**src/rtl/timer_slave.sv**
```systemverilog
// ---------------------------------------------------------------------------
// timer_slave
//
// Memory-mapped 8-bit down-counting timer for the MiniRISC data-memory slave
// side. It exposes a two-register window at BASEADDR and has a programmable
// prescaler, one-shot and periodic modes, a sticky timeout flag and a
// level-sensitive interrupt request.
//
// Register window (addr[0] selects the register):
//   +0 write : TR, the reload value. Also loads TM and restarts the prescaler.
//   +0 read  : TM, the current count.
//   +1 write : TC, control: [0] EN, [1] REP, [2] IE, [6:4] PS.
//   +1 read  : TS, status: {TOUT, PS[2:0], 1'b0, IE, REP, EN}.
//              A TS read clears TOUT.
//
// Ports:
//   clk            : system clock, rising-edge active
//   rst            : asynchronous reset, active low
//   s_mst2slv_addr : bus address
//   s_mst2slv_wr   : write strobe, one cycle per access
//   s_mst2slv_rd   : read strobe, one cycle per access
//   s_mst2slv_data : write data
//   s_slv2mst_data : read data, zero unless this block is selected and read,
//                    so it can be OR-combined with other slaves
//   irq            : interrupt request, IE & TOUT, active-high level
// ---------------------------------------------------------------------------
module timer_slave #(
  parameter logic [7:0] BASEADDR = 8'hC0
) (
  input  logic       clk,
  input  logic       rst,
  input  logic [7:0] s_mst2slv_addr,
  input  logic       s_mst2slv_wr,
  input  logic       s_mst2slv_rd,
  input  logic [7:0] s_mst2slv_data,
  output logic [7:0] s_slv2mst_data,
  output logic       irq
);

  // -------------------------------------------------------------------------
  // Bus decode
  // -------------------------------------------------------------------------
  logic sel;
  logic tr_wr;
  logic tc_wr;
  logic ts_rd;

  assign sel   = (s_mst2slv_addr[7:1] == BASEADDR[7:1]);
  assign tr_wr = sel & s_mst2slv_wr & ~s_mst2slv_addr[0];
  assign tc_wr = sel & s_mst2slv_wr &  s_mst2slv_addr[0];
  assign ts_rd = sel & s_mst2slv_rd &  s_mst2slv_addr[0];

  // -------------------------------------------------------------------------
  // Register state
  // -------------------------------------------------------------------------
  logic [7:0]  tr_reg,    tr_next;
  logic [7:0]  tm_reg,    tm_next;
  logic        en_reg,    en_next;
  logic        rep_reg,   rep_next;
  logic        ie_reg,    ie_next;
  logic [2:0]  ps_reg,    ps_next;
  logic        tout_reg,  tout_next;
  logic [15:0] presc_reg, presc_next;

  // -------------------------------------------------------------------------
  // Prescaler tick generation
  //
  // The divide ratio is 1 for PS = 0 and 2^(2*PS+2) otherwise, so the number
  // of low prescaler bits that must all be ones before a tick is 0, 4, 6, ...
  // 16. Because the counter wraps to zero on every tick and is cleared on
  // any TC write (the only way PS can change), the bits above the mask are
  // always zero and a plain masked compare is sufficient.
  // -------------------------------------------------------------------------
  logic [4:0]  mask_width;
  logic [15:0] presc_mask;
  logic        tick;
  logic        tick_eff;
  logic        expire;

  always_comb begin
    if (ps_reg == 3'd0) begin
      mask_width = 5'd0;
    end else begin
      mask_width = {1'b0, ps_reg, 1'b0} + 5'd2;
    end
  end

  generate
    for (genvar gi = 0; gi < 16; gi++) begin : g_mask
      assign presc_mask[gi] = (mask_width > 5'(gi));
    end
  endgenerate

  assign tick = en_reg & ((presc_reg & presc_mask) == presc_mask);

  // A TC write that turns the timer off swallows a coincident tick; a TC
  // write that keeps EN set lets the tick act on TM and TOUT as usual.
  assign tick_eff = tick & ~(tc_wr & ~s_mst2slv_data[0]);

  // Expiry: a tick arriving while the count is already at zero.
  assign expire = tick_eff & (tm_reg == 8'd0);

  // -------------------------------------------------------------------------
  // Next-state logic
  // -------------------------------------------------------------------------
  always_comb begin
    // Prescaler: runs only while enabled, restarts on any register write
    // and wraps to zero on each tick.
    if (!en_reg || tr_wr || tc_wr || tick) begin
      presc_next = 16'd0;
    end else begin
      presc_next = presc_reg + 16'd1;
    end
  end

  always_comb begin
    tr_next = tr_reg;
    tm_next = tm_reg;

    if (tr_wr) begin
      // A reload write has priority over the count step; TOUT is still
      // handled independently below.
      tr_next = s_mst2slv_data;
      tm_next = s_mst2slv_data;
    end else if (tick_eff) begin
      if (tm_reg != 8'd0) begin
        tm_next = tm_reg - 8'd1;
      end else if (rep_reg) begin
        tm_next = tr_reg;
      end else begin
        tm_next = 8'd0;
      end
    end
  end

  always_comb begin
    en_next  = en_reg;
    rep_next = rep_reg;
    ie_next  = ie_reg;
    ps_next  = ps_reg;

    if (tc_wr) begin
      // The written control value wins over a one-shot expiry that would
      // otherwise clear EN in the same cycle.
      en_next  = s_mst2slv_data[0];
      rep_next = s_mst2slv_data[1];
      ie_next  = s_mst2slv_data[2];
      ps_next  = s_mst2slv_data[6:4];
    end else if (expire && !rep_reg) begin
      en_next  = 1'b0;
    end
  end

  always_comb begin
    // Setting TOUT beats clearing it, so an expiry coinciding with a TS read
    // is never lost.
    if (expire) begin
      tout_next = 1'b1;
    end else if (ts_rd) begin
      tout_next = 1'b0;
    end else begin
      tout_next = tout_reg;
    end
  end

  // -------------------------------------------------------------------------
  // State registers
  // -------------------------------------------------------------------------
  always_ff @(posedge clk or negedge rst) begin
    if (!rst) begin
      tr_reg    <= 8'd0;
      tm_reg    <= 8'd0;
      en_reg    <= 1'b0;
      rep_reg   <= 1'b0;
      ie_reg    <= 1'b0;
      ps_reg    <= 3'd0;
      tout_reg  <= 1'b0;
      presc_reg <= 16'd0;
    end else begin
      tr_reg    <= tr_next;
      tm_reg    <= tm_next;
      en_reg    <= en_next;
      rep_reg   <= rep_next;
      ie_reg    <= ie_next;
      ps_reg    <= ps_next;
      tout_reg  <= tout_next;
      presc_reg <= presc_next;
    end
  end

  // -------------------------------------------------------------------------
  // Outputs
  // -------------------------------------------------------------------------
  logic [7:0] ts_value;

  assign ts_value = {tout_reg, ps_reg, 1'b0, ie_reg, rep_reg, en_reg};

  always_comb begin
    s_slv2mst_data = 8'd0;
    if (sel && s_mst2slv_rd) begin
      if (s_mst2slv_addr[0]) begin
        s_slv2mst_data = ts_value;
      end else begin
        s_slv2mst_data = tm_reg;
      end
    end
  end

  assign irq = ie_reg & tout_reg;

endmodule
```
**config.mk**
```make
export PLATFORM = sky130hd
export DESIGN_NAME = timer_slave
export DESIGN_NICKNAME = d
export VERILOG_FILES = /design/src/rtl/timer_slave.sv
export SDC_FILE = /design/constraint.sdc
export NUM_CORES = 1
export LEC_CHECK = 0
export BUFFER_PORTS_ARGS = -buffer_cell sky130_fd_sc_hd__buf_4
export CAP_MARGIN = 30
export CORE_UTILIZATION = 58
export DETAILED_ROUTE_END_ITERATION = 10
export PLACE_DENSITY = 0.92
export SETUP_SLACK_MARGIN = 0.5
export SYNTH_ARGS = -nofsm -noshare
export SYNTH_HDL_FRONTEND = slang
export SYNTH_SLANG_ARGS = --single-unit
export TNS_END_PERCENT = 5
```
**constraint.sdc**
```tcl
create_clock -name clk -period 2.4 [get_ports clk]
set_input_delay 0.72 -clock clk [delete_from_list [all_inputs] [get_ports clk]]
set_output_delay 0.72 -clock clk [all_outputs]
set_load 0.01 [all_outputs]
```
==> run_results.csv, run 1 <==
group,metric,value,unit
placement,io_buffer_count,28,
final_layout,final.fill_count,242,
sta,tns,0,ps
sta,fmax,0.430,GHz
synth,synth_cell_types,52,
route,drtIter0Drc,158,
clocking,cts_root_buf,"clkbuf_8",
synth,yosysTopAreaCell,"dfrtp_1",
global_route,grt_pass1_vias,1860,
final_layout,layout_commonest_cell,"nand2_1",
sta,finalHoldViolCount,0,
clocking,clk_latency,290,ps
clocking,cts.sinks,39,
synth,avgSynthCellArea,9.12,um2
power,p_leak,1.24,nW
route,vias,2039,
worst_setup_path,worst_ep_required_time,1680,ps
floorplan,start_util,61.7,%
sta,setup_viol,0,
final_layout,diodes,0,
route,topRoutingLayerUsed,"met4",
route,routed_wl,5.49,mm
global_route,grt_antenna_before_repair,0,
synth,syn_inst,253,
floorplan,fp.dieH,65.1,um
power,power.density,593,nW/um2
sta,whs,390,ps
final_layout,postLayoutCellArea,2810,um2
power,peakVddDrop,0.000508,V
route,wl_met3,437,um
floorplan,die_area,4240,um2
worst_setup_path,start_kind,"input port",
sta,period_share,96.9,%
route,vias_per_cell,6.01,
synth,async_flop_share,100,%
synth,synth_flop_cell,"dfrtp_1",
floorplan,core-area,3740,um2
run_status,status,"complete, no violations",
synth,ys_ff_latch,39,
placement,post-dp-hpwl,3.76,mm
clocking,cts-buffers-inserted,5,
route,ant_nets,0,
floorplan,boundaryPins,29,
clocking,cts_tree,"yes",
synth,synth_top_area_share,42.3,%
synth,yosysWarnings,0,
global_route,grt-ovfl-total,0,
clocking,cts_buffer_depth,2,
power,power,1.67,mW
synth,syn_area,2310,um2
worst_setup_path,end_kind,"output pin",
synth,synthTopCellsByArea,"dfrtp_1 42%, nand2_1 6.7%, nor2_1 5.4%",
route,wl_per_cell,16.2,um
global_route,grt_first_pass_wirelength,8.83,mm
route,dr.pass1.iters,4,
floorplan,num_rows,22,
worst_hold_path,hold_class,"in2async",
sta,worst_pin_slew,559,ps
sta,slew_headroom,62.4,%
route,drt-met1-wl,2.36,mm
final_layout,area_growth,21.8,%
worst_setup_path,worst-setup-path-type,"in2out",
clocking,cts.htree.levels,2,
worst_setup_path,rr_endpoint,"tm_reg[4]",
sta,clock_skew,7.82,ps
route,dr_wl_met2,2.57,mm
worst_setup_path,path_max_fanout,8,
floorplan,die_x,65.1,um
final_layout,largest_reg_flops,16,
worst_setup_path,r2r_start,"ps_reg[1]",
synth,syn_nets,277,
global_route,grt.total_usage,27.5,%
worst_setup_path,ff2ff_setup_slack,100,ps
final_layout,mostFrequentLayoutCells,"41 x nand2_1, 38 x dfrtp_1, 38 x buf_4",
sta,drv_slew,0,
sta,rsz0062_at_grt,"yes",
sta,min_period,2320,ps
route,drc,0,
synth,synth_seq_area_share,42.3,%
global_route,grt_max_degree,40,
final_layout,drive_above_1_share,25.1,%
placement,placed_area,2640,um2
clocking,clk_pin_slew,70,ps
synth,synth_edf_count,0,
final_layout,final_nets,314,
flow_run,cap_violations,0,
worst_setup_path,arrival,1600,ps
worst_setup_path,worstRegToRegCells,8,
placement,place.gp.congestion,0.898,
-- metrics by stage --
stage	cells	worst slack [ps]	util (%)
3_5_place_dp	329	43.3	70.5
3_3_place_gp	329	86.7	70.5
2_1_floorplan	253	272	-
4_1_cts	337	43.5	73.5
6_report	339	75.4	75.1
5_1_grt	339	-8.37	75.1
-- routing by layer --
layer  vias up  global-route usage (%)
met2        91                    42.2
met3        13                    6.42
met4         0                    11.1
met1       966                    37.6
met5         -                       0
li1        969                       -
-- synth_stat cells, types with 2 or more instances --
cell type	n
nand2_1	41
dfrtp_1	39
nor2_1	33
nand4_1	13
nand3_1	12
inv_1	11
xor2_1	10
mux2i_1	7
a21oi_1	5
a31oi_1	5
mux2_2	5
nor3_1	5
xnor2_1	5
ha_1	4
a21boi_0	3
and2_1	3
buf_2	3
clkbuf_1	3
o211ai_1	3
o21ai_0	3
a311oi_1	2
a41o_1	2
buf_1	2
buf_6	2
nor2b_1	2
nor3b_1	2
nor4_1	2
o22ai_1	2
-- cells by family after synthesis --
group | Yosys count | share of synthesized area, %
muxes | 12 | 5.47
adders and majority gates | 4 | 2.17
DFF | 39 | 42.3
and+or+nand+nor | 126 | 27.9
AOI/OAI and AO/OA | 35 | 12.0
buffers and inverters | 22 | 4.55
xor gates and xnor gates | 15 | 5.69
-- power breakdown --
| part | leakage [nW] | internal, mW | switching, mW |
|---|---|---|---|
| Sequential | 0.522 | 0.713 | 0.0805 |
| Clock | 0.0515 | 0.262 | 0.225 |
| Combinational | 0.666 | 0.186 | 0.201 |
-- layout make-up --
class	count	area, um2	share of cell area [%]
Timing Repair Buffer	41	328	11.7
Sequential cell	39	977	34.8
Multi-Input combinational cell	192	1310	46.4
Tap cell	48	60.1	2.14
Inverter	11	41.3	1.47
Clock buffer	8	100	3.56
-- worst max-delay path: stages --
cell	delay [ps]
buf_6	90
and4bb_2	330
nand3_4	140
nor3b_4	190
buf_4	140
-- timing repair --
item                                    in CTS  in global routing
hold buffers                                 0                  0
setup buffers                                0                  2
gates resized for setup                      3                  8
endpoints found under the setup margin      34                 42
pin swaps                                    3                  7
-- worst max path at each step --
stage | start | endpoint | slack, ps
2_1_floorplan | s_mst2slv_addr[5] | s_slv2mst_data[3] | 270
3_3_place_gp | s_mst2slv_addr[2] | tm_reg[4] | 90
3_5_place_dp | s_mst2slv_addr[5] | s_slv2mst_data[3] | 40
4_1_cts | s_mst2slv_addr[3] | s_slv2mst_data[3] | 40
5_1_grt | ps_reg[0] | tm_reg[4] | -8
6_report | s_mst2slv_addr[5] | s_slv2mst_data[3] | 80
Note: power is estimated with default switching activity, not from simulation.
==> run 2, diff against run 1 <==
Settings changed: BUFFER_PORTS_ARGS -buffer_cell sky130_fd_sc_hd__buf_4 to -buffer_cell sky130_fd_sc_hd__clkbuf_2.
==> run_results.csv, run 2 (synthesized netlist as in run 1, its figures left out) <==
group,metric,value,unit
final_layout,final_nets,319,
placement,place_ws,44.4,ps
worst_hold_path,hold_class,"in2async",
global_route,grt_antenna_before_repair,0,
floorplan,num_rows,22,
floorplan,start_util,61.7,%
worst_setup_path,worst-setup-path-type,"in2out",
final_layout,diodes,0,
route,wl_per_cell,15.9,um
floorplan,die_area,4240,um2
floorplan,fp.dieH,65.1,um
worst_setup_path,r2r_start,"ps_reg[1]",
sta,tns,0,ps
global_route,grt.total_usage,28.1,%
floorplan,die_x,65.1,um
worst_setup_path,arrival,1590,ps
sta,slew_headroom,57.5,%
placement,placed_area,2580,um2
global_route,grt_max_degree,21,
worst_setup_path,path_max_fanout,8,
worst_setup_path,cp_cell_sequence,"clkbuf_2 > and4bb_2 > nand3_4 > nor3b_4 > buf_2",
route,vias,2103,
global_route,grt_first_pass_wirelength,9.02,mm
sta,drv_slew,0,
worst_setup_path,ff2ff_setup_slack,150,ps
clocking,cts.htree.levels,2,
final_layout,layout_commonest_cell,"nand2_1",
power,p_leak,1.25,nW
route,vias_per_cell,6.11,
clocking,cts-buffers-inserted,5,
sta,min_period,2310,ps
power,power.density,600,nW/um2
final_layout,mostFrequentLayoutCells,"41 x nand2_1, 37 x dfrtp_1, 33 x nor2_1",
sta,setup_ws,88.7,ps
worst_setup_path,end_kind,"output pin",
floorplan,boundaryPins,29,
final_layout,postLayoutCellArea,2770,um2
global_route,grt_pass1_vias,2014,
sta,clock_skew,5.78,ps
final_layout,area_growth,19.8,%
clocking,cts_tree,"yes",
placement,place.gp.congestion,0.904,
final_layout,utilization,73.9,%
clocking,cts.sinks,39,
clocking,cts_buffer_depth,2,
route,routed_wl,5.49,mm
sta,period_share,96.3,%
sta,rsz0062_at_grt,"yes",
run_status,status,"complete, no violations",
worst_setup_path,worst_ep_required_time,1680,ps
sta,finalHoldViolCount,0,
power,peakVddDrop,0.000443,V
worst_setup_path,rr_endpoint,"tm_reg[6]",
sta,setup_viol,0,
floorplan,core-area,3740,um2
route,drtIter0Drc,178,
flow_run,cap_violations,0,
route,dr.pass1.iters,5,
sta,fmax,0.433,GHz
final_layout,largest_reg_flops,16,
sta,worst_pin_slew,632,ps
worst_setup_path,crit_path_top_delay_cell,"and4bb_2",
global_route,grt-ovfl-total,0,
clocking,cts_root_buf,"clkbuf_8",
final_layout,drive_above_1_share,26.7,%
placement,dp_cells,331,
final_layout,finalNonFillerCells,344,
worst_setup_path,critical-path-top-delay-family,"simple AND/OR/NAND/NOR gates",
worst_setup_path,start_kind,"input port",
placement,post-dp-hpwl,3.81,mm
route,drc,0,
worst_setup_path,worstSetupStartpoint,"s_mst2slv_addr[5]",
clocking,clk_latency,290,ps
worst_setup_path,worstRegToRegCells,9,
route,ant_nets,0,
worst_setup_path,crit_buf_inv,2,
placement,io_buffer_count,28,
clocking,clk_pin_slew,70,ps
worst_setup_path,slowest_delay,330,ps
-- run 2: worst max-delay path by stage --
| stage | endpoint | slack, ps | cells past startpoint |
|---|---|---|---|
| global route | s_slv2mst_data[3] | 20 | 5 |
| detailed placement | s_slv2mst_data[3] | 40 | 5 |
| global placement | s_slv2mst_data[3] | 90 | 5 |
| finish | s_slv2mst_data[3] | 90 | 5 |
| floorplan | s_slv2mst_data[3] | 270 | 3 |
| CTS | s_slv2mst_data[3] | 70 | 5 |
-- run 2: cell type report --
type / instances / area (um2)
Multi-Input combinational cell: 192 / 1300
Sequential cell: 39 / 978
Tap cell: 48 / 60.1
Inverter: 11 / 41.3
Fill cell: 274 / 977
Timing Repair Buffer: 46 / 288
Clock buffer: 8 / 100
-- run 2: report_power, final --
group	total, mW	switching (mW)	internal, mW	leakage, nW
clock network	0.482	0.220	0.262	0.0515
registers	0.793	0.0797	0.713	0.521
logic	0.386	0.205	0.182	0.674
-- run 2: worst reg2reg max path, delay by kind of cell, from the launching register on --
family | cells | cell delay [ps]
compound gates | 4 | 660
fa+ha+maj | 1 | 200
buf+inv | 2 | 330
flops | 1 | 450
simple gates | 2 | 480
-- run 2: per-layer routing --
metal	vias to the layer above	track usage (%)	routed length [um]
li1	977	-	-
met4	0	12.2	106
met5	-	0	0
met3	16	6.08	412
met1	1005	37.9	2370
met2	105	43.8	2590
-- run 2: stage by stage --
| stage | total power, mW | hold slack [ps] |
|---|---|---|
| 2_1_floorplan | 1.03 | 424 |
| 3_3_place_gp | 1.15 | 462 |
| 3_5_place_dp | 1.16 | 464 |
| 4_1_cts | 1.65 | 403 |
| 5_1_grt | 1.75 | 415 |
| 6_report | 1.66 | 392 |
-- run 2: what timing repair did --
item	CTS	global route
hold buffers	0	0
pin swaps	2	7
setup endpoints to repair	34	42
endpoints found under the hold margin	0	0
resized for setup	1	11
setup buffers	1	4
